File: config.mk
export PLATFORM = sky130hd
export DESIGN_NAME = rf_wr_arbiter_flat
export DESIGN_NICKNAME = d
export VERILOG_FILES = /design/src/rtl/rf_pkg.sv /design/src/rtl/rf_wr_arbiter_if.sv /design/src/rtl/wr_fifo2.sv /design/src/rtl/rf_wr_arbiter.sv /design/src/flat_wrapper.sv
export SDC_FILE = /design/constraint.sdc
export NUM_CORES = 1
export LEC_CHECK = 0
export CORE_UTILIZATION = 23
export CTS_BUF_LIST = sky130_fd_sc_hd__clkbuf_8 sky130_fd_sc_hd__clkbuf_16
export DETAILED_ROUTE_END_ITERATION = 12
export PLACE_DENSITY = 0.41
export SLEW_MARGIN = 20
export SYNTH_ARGS = -nofsm -noshare
export SYNTH_HDL_FRONTEND = slang
export SYNTH_SLANG_ARGS = --single-unit
File: constraint.sdc
create_clock -name clk -period 3.54 [get_ports clk]
set_clock_uncertainty 0.05 [all_clocks]
set_input_delay 1.062 -clock clk [delete_from_list [all_inputs] [get_ports clk]]
set_output_delay 1.062 -clock clk [all_outputs]
set_load 0.005 [all_outputs]
File: src/rtl/rf_pkg.sv
// Shared register-file write types and sizing for the writeback arbiter.
// The optional RF_WR_STATS_EN build also uses STATS_W for its conflict counter.
package rf_pkg;

    localparam int unsigned DATA_W     = 16;
    localparam int unsigned ADDR_W     = 3;
    localparam int unsigned NUM_REGS   = 1 << ADDR_W;
    localparam int unsigned FIFO_DEPTH = 2;
    localparam int unsigned CNT_W      = 2;
    localparam int unsigned STATS_W    = 16;

    typedef struct packed {
        logic [ADDR_W-1:0] sel;
        logic [DATA_W-1:0] data;
    } rf_wr_t;

    typedef enum logic {
        RR_REQ0 = 1'b0,
        RR_REQ1 = 1'b1
    } rr_t;

    // One-hot decode of a register select, used to build the pending mask.
    function automatic logic [NUM_REGS-1:0] sel_onehot(input logic [ADDR_W-1:0] sel);
        return NUM_REGS'(1) << sel;
    endfunction

endpackage

File: src/rtl/rf_wr_arbiter_if.sv
// Writeback request/response bundle between the two requesters, the arbiter and rf_bypass.
interface rf_wr_arbiter_if;
    import rf_pkg::*;

    logic                req0_valid;
    logic                req0_ready;
    logic [ADDR_W-1:0]   req0_sel;
    logic [DATA_W-1:0]   req0_data;
    logic                req1_valid;
    logic                req1_ready;
    logic [ADDR_W-1:0]   req1_sel;
    logic [DATA_W-1:0]   req1_data;
    logic                write;
    logic [ADDR_W-1:0]   writeregsel;
    logic [DATA_W-1:0]   writedata;
    logic                rf_err;
    logic                err;
    logic [NUM_REGS-1:0] pending;

    modport slave (
        input  req0_valid, req0_sel, req0_data,
        input  req1_valid, req1_sel, req1_data,
        input  rf_err,
        output req0_ready, req1_ready,
        output write, writeregsel, writedata,
        output err, pending
    );

    modport master (
        output req0_valid, req0_sel, req0_data,
        output req1_valid, req1_sel, req1_data,
        output rf_err,
        input  req0_ready, req1_ready,
        input  write, writeregsel, writedata,
        input  err, pending
    );

endinterface

File: src/rtl/wr_fifo2.sv
// Two-entry FIFO of register writes; slot0 is always the head.
module wr_fifo2
    import rf_pkg::*;
(
    input  logic             clk,
    input  logic             rst_n,
    input  logic             push,
    input  logic             pop,
    input  rf_wr_t           din,
    output rf_wr_t           slot0,
    output rf_wr_t           slot1,
    output logic [CNT_W-1:0] count,
    output logic             full,
    output logic             empty
);

    logic             push_ok;
    logic             pop_ok;
    logic [CNT_W-1:0] cnt_nxt;

    // A full FIFO refuses pushes even when the head is popped in the same cycle.
    always_comb begin
        push_ok = push & ~full;
        pop_ok  = pop & ~empty;
        cnt_nxt = count + CNT_W'(push_ok) - CNT_W'(pop_ok);
    end

    always_ff @(posedge clk or negedge rst_n) begin
        if (!rst_n) begin
            slot0 <= '0;
            slot1 <= '0;
            count <= '0;
            full  <= 1'b0;
            empty <= 1'b1;
        end else begin
            count <= cnt_nxt;
            full  <= (cnt_nxt == CNT_W'(FIFO_DEPTH));
            empty <= (cnt_nxt == '0);
            if (pop_ok) begin
                slot0 <= slot1;
            end
            // Push lands in the first free slot after the pop has shifted.
            if (push_ok) begin
                if ((count == '0) || ((count == CNT_W'(1)) && pop_ok)) begin
                    slot0 <= din;
                end else begin
                    slot1 <= din;
                end
            end
        end
    end

endmodule

File: src/rtl/rf_wr_arbiter.sv
// Round-robin arbiter sharing the rf_bypass write port between ALU and load writeback.
// Define RF_WR_STATS_EN to add the saturating conflict_cnt output.
module rf_wr_arbiter
    import rf_pkg::*;
(
    input  logic               clk,
    input  logic               rst,
    rf_wr_arbiter_if.slave     bus
`ifdef RF_WR_STATS_EN
    ,
    output logic [STATS_W-1:0] conflict_cnt
`endif
);

    rf_wr_t              f0_s0, f0_s1, f1_s0, f1_s1;
    logic [CNT_W-1:0]    f0_cnt, f1_cnt;
    logic                f0_full, f0_empty, f1_full, f1_empty;
    logic                gnt0, gnt1, both_c;
    rr_t                 rr, rr_nxt;
    logic                write_q;
    logic [ADDR_W-1:0]   sel_q;
    logic [DATA_W-1:0]   data_q;
    logic                err_q;
    logic [NUM_REGS-1:0] pend;

    wr_fifo2 u_fifo0 (
        .clk   (clk),
        .rst_n (rst),
        .push  (bus.req0_valid),
        .pop   (gnt0),
        .din   ({bus.req0_sel, bus.req0_data}),
        .slot0 (f0_s0),
        .slot1 (f0_s1),
        .count (f0_cnt),
        .full  (f0_full),
        .empty (f0_empty)
    );

    wr_fifo2 u_fifo1 (
        .clk   (clk),
        .rst_n (rst),
        .push  (bus.req1_valid),
        .pop   (gnt1),
        .din   ({bus.req1_sel, bus.req1_data}),
        .slot0 (f1_s0),
        .slot1 (f1_s1),
        .count (f1_cnt),
        .full  (f1_full),
        .empty (f1_empty)
    );

    // Grant on FIFO heads; the pointer always ends up on the requester not served.
    always_comb begin
        gnt0   = 1'b0;
        gnt1   = 1'b0;
        rr_nxt = rr;
        both_c = ~f0_empty & ~f1_empty;
        if (both_c) begin
            if (rr == RR_REQ0) begin
                gnt0 = 1'b1;
            end else begin
                gnt1 = 1'b1;
            end
            rr_nxt = (rr == RR_REQ0) ? RR_REQ1 : RR_REQ0;
        end else if (!f0_empty) begin
            gnt0   = 1'b1;
            rr_nxt = RR_REQ1;
        end else if (!f1_empty) begin
            gnt1   = 1'b1;
            rr_nxt = RR_REQ0;
        end
    end

    // Write stage: select/data hold their last value while idle.
    always_ff @(posedge clk or negedge rst) begin
        if (!rst) begin
            rr      <= RR_REQ0;
            write_q <= 1'b0;
            sel_q   <= '0;
            data_q  <= '0;
        end else begin
            rr      <= rr_nxt;
            write_q <= gnt0 | gnt1;
            if (gnt0) begin
                sel_q  <= f0_s0.sel;
                data_q <= f0_s0.data;
            end else if (gnt1) begin
                sel_q  <= f1_s0.sel;
                data_q <= f1_s0.data;
            end
        end
    end

    // Sticky error; an unknown write strobe is treated as a possible write.
    always_ff @(posedge clk or negedge rst) begin
        if (!rst) begin
            err_q <= 1'b0;
        end else if (bus.rf_err && (write_q !== 1'b0)) begin
            err_q <= 1'b1;
        end
    end

    always_comb begin
        pend = '0;
        if (f0_cnt != '0)        pend |= sel_onehot(f0_s0.sel);
        if (f0_cnt > CNT_W'(1))  pend |= sel_onehot(f0_s1.sel);
        if (f1_cnt != '0)        pend |= sel_onehot(f1_s0.sel);
        if (f1_cnt > CNT_W'(1))  pend |= sel_onehot(f1_s1.sel);
        if (write_q)             pend |= sel_onehot(sel_q);
    end

`ifdef RF_WR_STATS_EN
    always_ff @(posedge clk or negedge rst) begin
        if (!rst) begin
            conflict_cnt <= '0;
        end else if (both_c && (conflict_cnt != '1)) begin
            conflict_cnt <= conflict_cnt + STATS_W'(1);
        end
    end
`endif

    assign bus.req0_ready  = ~f0_full;
    assign bus.req1_ready  = ~f1_full;
    assign bus.write       = write_q;
    assign bus.writeregsel = sel_q;
    assign bus.writedata   = data_q;
    assign bus.err         = err_q;
    assign bus.pending     = pend;

endmodule

File: src/flat_wrapper.sv
// flat-port wrapper written by rule: the top's interface ports become plain ports
module rf_wr_arbiter_flat import rf_pkg::*;
  (clk, rst, bus_req0_valid, bus_req0_sel, bus_req0_data, bus_req1_valid, bus_req1_sel, bus_req1_data, bus_rf_err, bus_req0_ready, bus_req1_ready, bus_write, bus_writeregsel, bus_writedata, bus_err, bus_pending);
  rf_wr_arbiter_if bus_i ();
  input  logic clk;
  input  logic rst;
  input wire logic [$bits(bus_i.req0_valid)-1:0] bus_req0_valid;
  input wire logic [$bits(bus_i.req0_sel)-1:0] bus_req0_sel;
  input wire logic [$bits(bus_i.req0_data)-1:0] bus_req0_data;
  input wire logic [$bits(bus_i.req1_valid)-1:0] bus_req1_valid;
  input wire logic [$bits(bus_i.req1_sel)-1:0] bus_req1_sel;
  input wire logic [$bits(bus_i.req1_data)-1:0] bus_req1_data;
  input wire logic [$bits(bus_i.rf_err)-1:0] bus_rf_err;
  output wire logic [$bits(bus_i.req0_ready)-1:0] bus_req0_ready;
  output wire logic [$bits(bus_i.req1_ready)-1:0] bus_req1_ready;
  output wire logic [$bits(bus_i.write)-1:0] bus_write;
  output wire logic [$bits(bus_i.writeregsel)-1:0] bus_writeregsel;
  output wire logic [$bits(bus_i.writedata)-1:0] bus_writedata;
  output wire logic [$bits(bus_i.err)-1:0] bus_err;
  output wire logic [$bits(bus_i.pending)-1:0] bus_pending;
  assign bus_i.req0_valid = bus_req0_valid;
  assign bus_i.req0_sel = bus_req0_sel;
  assign bus_i.req0_data = bus_req0_data;
  assign bus_i.req1_valid = bus_req1_valid;
  assign bus_i.req1_sel = bus_req1_sel;
  assign bus_i.req1_data = bus_req1_data;
  assign bus_i.rf_err = bus_rf_err;
  assign bus_req0_ready = bus_i.req0_ready;
  assign bus_req1_ready = bus_i.req1_ready;
  assign bus_write = bus_i.write;
  assign bus_writeregsel = bus_i.writeregsel;
  assign bus_writedata = bus_i.writedata;
  assign bus_err = bus_i.err;
  assign bus_pending = bus_i.pending;
  rf_wr_arbiter u_core (.clk(clk), .rst(rst), .bus(bus_i));
endmodule
==> results of run 1 <==
## worst register-to-register path: cells and delay by family, from the launching register on
kind                     cells  cell delay (ns)
buffers and inverters        2             0.11
XOR/XNOR                     2             0.35
adder cells (fa/ha/maj)      2             0.46
AND/OR/NAND/NOR              2             0.46
flip-flops                   1             1.03
## metrics by stage
step / cells / area [µm²]
2_1_floorplan: 468 / 4999
3_3_place_gp: 801 / 6032
3_5_place_dp: 801 / 6032
4_1_cts: 817 / 6345
5_1_grt: 817 / 6345
6_report: 817 / 6345
## state kept, by name, summed over array words and instances, names as in the netlist, 2 cells and up
register                flops
u_core.u_fifo0.count        2
u_core.bus.writeregsel      3
u_core.u_fifo1.slot1       19
u_core.bus.writedata       16
u_core.u_fifo1.slot0       19
u_core.u_fifo0.slot0       19
u_core.u_fifo0.slot1       19
u_core.u_fifo1.count        2
## final cells by class
class / instances / area [µm²] / area share, %
clock buffer: 10 / 239.0 / 3.767
timing repair buffer: 86 / 863.3 / 13.61
tap: 275 / 344.1 / 5.423
sequential: 106 / 2655 / 41.85
clock inverter: 6 / 73.82 / 1.163
inverter: 48 / 180.2 / 2.840
multi-input combinational: 286 / 1989 / 31.35
## placed cells by master (no fill, tap or decap), types with 10 or more instances in the layout
| cell | instances |
|---|---|
| clkdlybuf4s50_1 | 72 |
| buf_4 | 11 |
| mux2_2 | 19 |
| mux2i_1 | 35 |
| a21oi_1 | 18 |
| dfrtp_1 | 104 |
| a221oi_2 | 10 |
| nor2_1 | 77 |
| o22ai_1 | 38 |
| inv_1 | 48 |
## kinds of logic (layout without fill, tap and decap cells)
family | after synthesis | after routing
AOI/OAI and AO/OA | 97 | 97
xor gates and xnor gates | 4 | 4
and+or+nand+nor | 127 | 127
buffers and inverters | 76 | 150
adders and majority gates | 4 | 4
muxes | 54 | 54
DFF | 106 | 106
## power breakdown
| group | leakage [nW] | switching (W) | internal (W) |
|---|---|---|---|
| sequential | 1.19 | 0.000581 | 0.00185 |
| combinational | 1.37 | 0.00156 | 0.00152 |
| clock | 0.147 | 0.000490 | 0.000577 |
## synth_stat cells (all sizes together)
library cell  instances  area share (%)
ha                    4             1.0
o21bai                2            0.38
buf                  17             2.7
nand3                 9            0.90
nor2b                 7             1.0
nand2b                1            0.13
a41oi                 1            0.18
o311ai                1            0.18
o21a                  1            0.15
nand2                 9            0.68
clkbuf               11            0.83
a221oi               19             4.6
nor2                 78             5.9
nand4                 8             1.0
nand3b                4            0.60
nor3b                 4            0.60
mux2i                35             7.0
dfstp                 2             1.1
o221ai                1            0.18
nor3                  2            0.20
inv                  48             3.6
a31oi                 4            0.50
a22oi                 2            0.30
and2                  1            0.18
xnor2                 4            0.70
a32oi                 1            0.18
or3b                  2            0.40
dfrtp               104              52
or2                   2            0.25
o21ai                 4            0.48
a21oi                19             2.1
o22ai                39             5.2
mux2                 19             4.3
a32o                  1            0.20
a21o                  2            0.30
## how the worst max path moves through the flow
| stage | end | slack (ns) | cells past startpoint |
|---|---|---|---|
| 5_1_grt | bus_pending[3] | 0.09 | 5 |
| 3_3_place_gp | u_core.u_fifo0.slot0[5] | 0.62 | 6 |
| 3_5_place_dp | u_core.u_fifo0.slot0[7] | 0.58 | 6 |
| 2_1_floorplan | u_core.u_fifo0.slot0[10] | 1.28 | 5 |
| 4_1_cts | bus_pending[3] | 0.24 | 5 |
| 6_report | bus_pending[3] | 0.23 | 5 |
## routing by layer
layer | vias up | global-route usage, %
li1 | 1776 | -
met1 | 1904 | 18.92
met2 | 104 | 21.62
met3 | 15 | 2.835
met4 | 0 | 3.571
met5 | - | 0
==> results.ini, run 1 <==
[layout]
synthToLayoutAreaGrowth_pct=26.93
nets=584
diodes=0
final_util_pct=29.99
drive_above_1_share_pct=13.28
nFillCells=2122

[routing]
drtPass1Iterations=5
vias_per_cell=4.650
wl_mm=14.32
highest_layer=met4
postRouteAntennaNets=0
route.met2.wl_mm=6.510
vias=3799
met1_length_mm=6.868
drc=0
routedWlPerCell_um=17.53
dr_wl_met3_um=765
drt-initial-drc-count=202

[placed_design]
routabilityCongestion=0.8777
hpwl_mm=9.757
dp_slack_ns=0.5840
io_buffers=73

[flow_run]
cap_viol_max_count=0

[critical_path]
cpPeakStageDelay_ns=0.49
crit_path_end_kind=output port
critPathLaunch=u_core.u_fifo1.count[1]
r2r_start=u_core.u_fifo0.empty
arrival_ns=2.20
start_kind=flop
crit_fanout=9
regToRegSetupSlack_ns=1.01
cp_num_buf_inv=1
worstPathRequired_ns=2.43
reg2reg_depth=8
path_delay_family=compound AO/OA/AOI/OAI gates
slowest_stage=o21ai_0
path_class=reg -> out
crit_chain=o21ai_0, nor3b_1, a31oi_1, nand4_1, clkdlybuf4s50_1
r2r-end=u_core.u_fifo0.full

[clock_network]
cts_resized=0
cts.sinks=106
cts_buffers=9
h-tree-depth=3
cts_root_buf=clkbuf_16
cts_setup_buffers=0
cts_tree=yes
holdBufCountCts=0
clock_latency_ns=0.36
clk_pin_slew_ns=0.07
cts.path.max_buffers=2

[pwr]
powerDensity_nw_per_um2=1036
peakVddDrop_uv=317.9
p_total_w=0.006575
leakage_nw=2.706

[status]
status=completed

[min_path]
min_to=u_core.bus.err
holdCritStartpoint=u_core.bus.err
worstHoldPathCells=1
hp-class=reg -> reg

[sta]
tns_ns=0
period_needed_ns=3.309
worst_slew_pin_slew_ns=0.9667
relSlewSlack_pct=35.55
fin_crit_sh_pct=93.48
fmax_ghz=0.3022
rsz0062_at_grt=no
maxSlewViolCount=0
hold_viol_final=0
setup_viol_count_final=0
worst_slack_ns=0.2309
whs_ns=0.4124

[logic_synthesis]
yosys_register_bits=106
syn_area_per_cell_um2=10.68
synth_top_family_by_area=compound AO/OA/AOI/OAI gates
yosys-mux-area-fraction_pct=11.29
seq_area_frac_synth_pct=53.12
yosysWarnings=0
syn_nets=515
yosys.area_share.simple_pct=11.86
synth_compound_area_share_pct=14.87
synth_adder_area_share_pct=1.001
netlist_area_um2=4999
synth_xor_area_share_pct=0.7009
synthCells=468
synth_cell_types=46

[floorplanning]
rows=53
die_w_um=149.4
core_area_um2=21150
ios=74
die-area_um2=22330
floorplan.initialDensity_pct=23.63
die_h_um=149.4

[global_routing]
grt_pass1_vias=3951
grt_overflow=0
grt.total_usage_pct=13.69
grt_pass1_wl_mm=22.94
grt_max_degree=72
antenna_found_initial=0

No activity file was read; power rests on OpenSTA's default activity.
==> run 2: changes to the inputs <==
--- a/config.mk
+++ b/config.mk
@@ -8,6 +8,7 @@
 export CORE_UTILIZATION = 23
 export CTS_BUF_LIST = sky130_fd_sc_hd__clkbuf_8 sky130_fd_sc_hd__clkbuf_16
 export DETAILED_ROUTE_END_ITERATION = 12
+export GPL_ROUTABILITY_DRIVEN = 0
 export PLACE_DENSITY = 0.41
 export SLEW_MARGIN = 20
 export SYNTH_ARGS = -nofsm -noshare
==> results of run 2 <==
The final DEF is identical to that of run 1; final timing and power are the same.
